**src/rtl/uart_pkg.sv**
```systemverilog
// Shared UART definitions: FSM state encoding (common with the transmitter)
// and the default bit period for a 100 MHz clock at 115200 baud.
package uart_pkg;

    typedef enum logic [2:0] {
        IDLE    = 3'd0,
        START   = 3'd1,
        DATA    = 3'd2,
        STOP    = 3'd3,
        CLEANUP = 3'd4
    } uart_state_e;

    localparam int UART_DEFAULT_CLOCK_PER_BIT = 868;

endpackage : uart_pkg

```
**src/rtl/uart_sync2.sv**
```systemverilog
// Two-flop synchronizer for the asynchronous RX pin; resets to the idle-high
// line level so reset never looks like a start bit.
module uart_sync2 (
    input  logic clk,
    input  logic rst,
    input  logic d,
    output logic q
);

    logic meta_q;
    logic meta_d;
    logic sync_q;
    logic sync_d;

    // next-value selection for the two synchronizer stages
    always_comb begin
        meta_d = d;
        sync_d = meta_q;
    end

    // synchronizer stage registers
    always_ff @(posedge clk or posedge rst) begin
        if (rst) begin
            meta_q <= 1'b1;
            sync_q <= 1'b1;
        end else begin
            meta_q <= meta_d;
            sync_q <= sync_d;
        end
    end

    assign q = sync_q;

endmodule : uart_sync2

```
**src/rtl/uart_receiver.sv**
```systemverilog
// UART receiver, 8N1, LSB first, mid-bit sampling. Define UART_RX_FRAME_ERR_EN
// to get a one-cycle frame_err strobe on a bad stop bit; otherwise it is tied 0.
module uart_receiver
    import uart_pkg::*;
#(
    parameter int CLOCK_PER_BIT = UART_DEFAULT_CLOCK_PER_BIT
) (
    input  logic       clk,
    input  logic       rst,
    input  logic       rx,
    output logic [7:0] data,
    output logic       rx_valid,
    output logic       frame_err
);

    localparam int CW = $clog2(CLOCK_PER_BIT);
    localparam logic [CW-1:0] HALF_CNT = CW'((CLOCK_PER_BIT - 1) / 2);
    localparam logic [CW-1:0] FULL_CNT = CW'(CLOCK_PER_BIT - 1);

    logic          rx_s;
    uart_state_e   state_q,    state_d;
    logic [CW-1:0] clk_cnt_q,  clk_cnt_d;
    logic [2:0]    bit_idx_q,  bit_idx_d;
    logic [7:0]    shreg_q,    shreg_d;
    logic [7:0]    data_q,     data_d;
    logic          rx_valid_q, rx_valid_d;
`ifdef UART_RX_FRAME_ERR_EN
    logic          frame_err_q, frame_err_d;
`endif

    uart_sync2 u_sync (
        .clk (clk),
        .rst (rst),
        .d   (rx),
        .q   (rx_s)
    );

    // next-state, counter, shift register and output strobe logic
    always_comb begin
        state_d    = state_q;
        clk_cnt_d  = clk_cnt_q;
        bit_idx_d  = bit_idx_q;
        shreg_d    = shreg_q;
        data_d     = data_q;
        rx_valid_d = 1'b0;
`ifdef UART_RX_FRAME_ERR_EN
        frame_err_d = 1'b0;
`endif
        case (state_q)
            IDLE: begin
                clk_cnt_d = {CW{1'b0}};
                bit_idx_d = 3'd0;
                if (!rx_s) begin
                    state_d = START;
                end else begin
                    state_d = IDLE;
                end
            end
            START: begin
                // a start bit that is gone by mid-bit was only a glitch
                if (clk_cnt_q == HALF_CNT) begin
                    clk_cnt_d = {CW{1'b0}};
                    if (!rx_s) begin
                        state_d = DATA;
                    end else begin
                        state_d = IDLE;
                    end
                end else begin
                    clk_cnt_d = clk_cnt_q + CW'(1'b1);
                end
            end
            DATA: begin
                if (clk_cnt_q == FULL_CNT) begin
                    clk_cnt_d          = {CW{1'b0}};
                    shreg_d[bit_idx_q] = rx_s;
                    bit_idx_d          = bit_idx_q + 3'd1;
                    if (bit_idx_q == 3'd7) begin
                        state_d = STOP;
                    end else begin
                        state_d = DATA;
                    end
                end else begin
                    clk_cnt_d = clk_cnt_q + CW'(1'b1);
                end
            end
            STOP: begin
                if (clk_cnt_q == FULL_CNT) begin
                    clk_cnt_d = {CW{1'b0}};
                    state_d   = CLEANUP;
                    if (rx_s) begin
                        data_d     = shreg_q;
                        rx_valid_d = 1'b1;
                    end else begin
`ifdef UART_RX_FRAME_ERR_EN
                        frame_err_d = 1'b1;
`endif
                    end
                end else begin
                    clk_cnt_d = clk_cnt_q + CW'(1'b1);
                end
            end
            CLEANUP: begin
                clk_cnt_d = {CW{1'b0}};
                bit_idx_d = 3'd0;
                shreg_d   = 8'h00;
                state_d   = IDLE;
            end
            default: begin
                clk_cnt_d = {CW{1'b0}};
                bit_idx_d = 3'd0;
                state_d   = IDLE;
            end
        endcase
    end

    // FSM, counters, shift register and registered outputs
    always_ff @(posedge clk or posedge rst) begin
        if (rst) begin
            state_q    <= IDLE;
            clk_cnt_q  <= {CW{1'b0}};
            bit_idx_q  <= 3'd0;
            shreg_q    <= 8'h00;
            data_q     <= 8'h00;
            rx_valid_q <= 1'b0;
        end else begin
            state_q    <= state_d;
            clk_cnt_q  <= clk_cnt_d;
            bit_idx_q  <= bit_idx_d;
            shreg_q    <= shreg_d;
            data_q     <= data_d;
            rx_valid_q <= rx_valid_d;
        end
    end

`ifdef UART_RX_FRAME_ERR_EN
    // registered framing-error strobe
    always_ff @(posedge clk or posedge rst) begin
        if (rst) begin
            frame_err_q <= 1'b0;
        end else begin
            frame_err_q <= frame_err_d;
        end
    end

    assign frame_err = frame_err_q;
`else
    assign frame_err = 1'b0;
`endif

    assign data     = data_q;
    assign rx_valid = rx_valid_q;

endmodule : uart_receiver

```
**config.mk**
```make
export PLATFORM = sky130hd
export DESIGN_NAME = uart_receiver
export DESIGN_NICKNAME = d
export VERILOG_FILES = /design/src/rtl/uart_pkg.sv /design/src/rtl/uart_sync2.sv /design/src/rtl/uart_receiver.sv
export SDC_FILE = /design/constraint.sdc
export NUM_CORES = 1
export LEC_CHECK = 0
export CAP_MARGIN = 20
export CORE_ASPECT_RATIO = 1.1
export CORE_MARGIN = 5
export CORE_UTILIZATION = 50
export DETAILED_ROUTE_END_ITERATION = 10
export DONT_BUFFER_PORTS = 1
export PLACE_DENSITY_LB_ADDON = 0.15
export SLEW_MARGIN = 40
export SYNTH_ARGS = -nofsm -noshare
export SYNTH_HDL_FRONTEND = slang
export SYNTH_SLANG_ARGS = --single-unit
```
**constraint.sdc**
```tcl
create_clock -name clk -period 2.7 [get_ports clk]
set_clock_uncertainty 0.2 [all_clocks]
set_input_delay 0.54 -clock clk [delete_from_list [all_inputs] [get_ports clk]]
set_output_delay 0.54 -clock clk [all_outputs]
set_load 0.02 [all_outputs]
```
==> metrics.txt, run 1 <==
setup violators final=0; Clk Latency, worst-skew pair=340 ps; Routed WL=2910 um; mapped cell area=around 0.0017 sq mm; LEAKAGE=0.000766 uW; data arrival time of the worst path=2330 ps; Design Area, Final=roughly 0.0018 sq mm; fillers=slightly below 300; Reg2Reg Capture Point=data[6]; diode count=0; syn_nets=156; Max Slew Vio Count=0; largest area contributor in the netlist=dfrtp_1; Multi-input gate area=757 sq um; post-CTS setup buffers=0; Slowest Stage Delay on Critical Path=440 ps; r2r setup slk=400 ps; Pwr Density=approximately 480 mW/mm^2; largest net degree at the start of global routing=36; storage element area=878 sq um; critical path capture point type=flop; Root Buffer=clkbuf_4; HP Class=flop to flop; VDD IR max=0.000223 V; cell row count=22; # DRC=0; Ports=13; period utilisation layout=85.1%; max cap viols=0; aggregate global routing overflow=0; critical path type=flop to flop; WP data required=about 2700 ps; Top FF cell, synth=dfrtp_1; Max Fclk=about 0.44 GHz; number of synthesized flops with an enable pin=0; total power=~860 uW; Clock Sinks=35; die height=70.9 um; CP max stage cell=dfrtp_1; Finished Core Util=between 50 and 60%; placed inst area=0.00170 sq mm; Detailed Place HPWL=slightly above 2000 um; first-pass GRT wire length=between 5000 and 6000 um; crit path max fanout=8; layout cell share with drive strength beyond 1=between 10% and 20%; GRT Total Usage=14.7%; Vias=1126; final setup TNS=0 ps; CTS tree=yes; Final GP Congestion=0.834; Post-synth ARST share=100%; status=complete, no violations; worst hold path depth=0; Bufs on Longest Clock Path=2; Area growth syn-to-layout=5.93%; Antenna Nets Post-Route=0; Hold Vio Cnt, Final=0; Synth Warn #=0; post-synthesis sequential area ratio=52.0%; Vias/cell=5.99; wire length per cell=15.5 um; number of global-route vias before repair=1111; library cells used by synthesis=38; initial antenna violation count=0; number of I/O port buffers=0; cts repair resizes=0; Synth top area share=48.9%; Initial Utilization=51.1%; DRT Pass-1 Iters=4; leading cell type in the layout, fill and taps excluded=dfrtp_1; DRT iter0 DRCs=73; critical path launch point type=flop; RSZ-0062 raised after global routing=false; worst reg2reg path depth=5; nets@finish=158; core footprint=0.00330 sq mm; fin crit period=2300 ps; synth top area cells=dfrtp_1, mux2_2, dfstp_2; die area=0.00464 sq mm; cells along the critical path=ha_1 -> and4bb_2 -> nand3_4 -> nor3_4 -> mux2_2; most frequent cells in the layout=dfrtp_1, nor2_1, nand2_1; Mapped Cells=149; die width=approximately 65 um; total CTS buffers=5; worst r2r src=clk_cnt_q[0]; syn_area_per_cell=around 11 sq um; H-tree Lvls=2; hold endpoint=u_sync.q; Reg clk slew, reported paths=100 ps; min-delay src=u_sync.meta_q; synthesized flop and latch total=35
registers in the layout, indices dropped and copies added (netlist names):
register,cells
clk_cnt_q,10
data,8
shreg_q,8
bit_idx_q,3
state_q,3
rx_valid,1
u_sync.meta_q,1
u_sync.q,1
report_power, final:
part | internal, uW | leakage, uW | switching, uW
Sequential | 527 | 0.000467 | 1.10
Clock | 153 | 0.0000386 | 164
Combinational | 3.95 | 0.000260 | 14.5
Total | 684 | 0.000766 | 180
cells by family (layout without fill, tap and decap cells):
kind of cell / after synthesis / after routing / share of synthesized area [%]
DFF: 35 / 35 / 52.0
xor gates and xnor gates: 8 / 8 / 4.15
and+or+nand+nor: 59 / 59 / 21.3
AOI/OAI and AO/OA: 20 / 20 / 9.12
muxes: 11 / 11 / 7.12
buffers and inverters: 11 / 14 / 3.11
adders and majority gates: 4 / 4 / 2.97
other: 1 / 1 / 0.222
worst max-delay path: cells and delay by family, from the launching register on:
family,cells,cell delay (ps)
adder cells (fa/ha/maj),1,280
flip-flops,1,440
multiplexers,1,390
AND/OR/NAND/NOR,3,890
how the worst max path moves through the flow:
stage | slack [ps] | endpoint | start
detailed placement | 400 | data[6] | clk_cnt_q[0]
finish | 400 | data[6] | clk_cnt_q[0]
CTS | 390 | data[6] | clk_cnt_q[0]
global placement | 490 | data[0] | clk_cnt_q[0]
global route | 250 | data[2] | clk_cnt_q[0]
floorplan | 630 | data[0] | clk_cnt_q[0]
Yosys cell counts (all sizes together) (2+ instances only):
cell / n
o211ai: 6
a31oi: 2
ha: 4
and3: 2
nand4: 5
xnor2: 3
mux2i: 3
o31ai: 6
mux2: 8
nor3: 6
nand2b: 3
nor2: 13
nor4bb: 2
buf: 7
nand4b: 2
nand2: 12
dfrtp: 33
nand3: 8
inv: 3
xor2: 5
dfstp: 2
per-layer routing:
layer / part of all wire, % / vias up / global-route usage [%] / wire length (um)
li1: - / 546 / - / -
met1: 44 / 557 / 17.7 / 1280
met2: 51 / 19 / 23.1 / 1470
met3: 3.9 / 4 / 5.56 / 114
met4: 1.4 / 0 / 6.91 / 42
met5: 0 / - / 0 / 0
final cells by class:
class	instances	share of cell area, %
inverter	3	0.630
timing repair buffer	3	1.54
tap	36	2.52
multi-input combinational	103	42.3
sequential	35	49.1
clock buffer	8	3.85
timing repair:
item,4_1_cts,5_1_grt
hold buffers,2,0
endpoints found under the setup margin,0,0
hold endpoints to repair,34,0
through the flow:
stage | cells | setup WS, ps | hold slack, ps
final | 188 | 402 | 160
after global routing | 188 | 249 | 168
after CTS | 188 | 386 | 162
after detailed placement | 178 | 399 | 147
after global placement | 178 | 492 | 146
after floorplan | 149 | 627 | 145
Note: power is estimated with default switching activity, not from simulation.
==> run 2, diff against run 1 <==
SETUP_SLACK_MARGIN = 0.15   (was default)
==> results of run 2 <==
Final layout, timing and power as in run 1 (identical DEF).
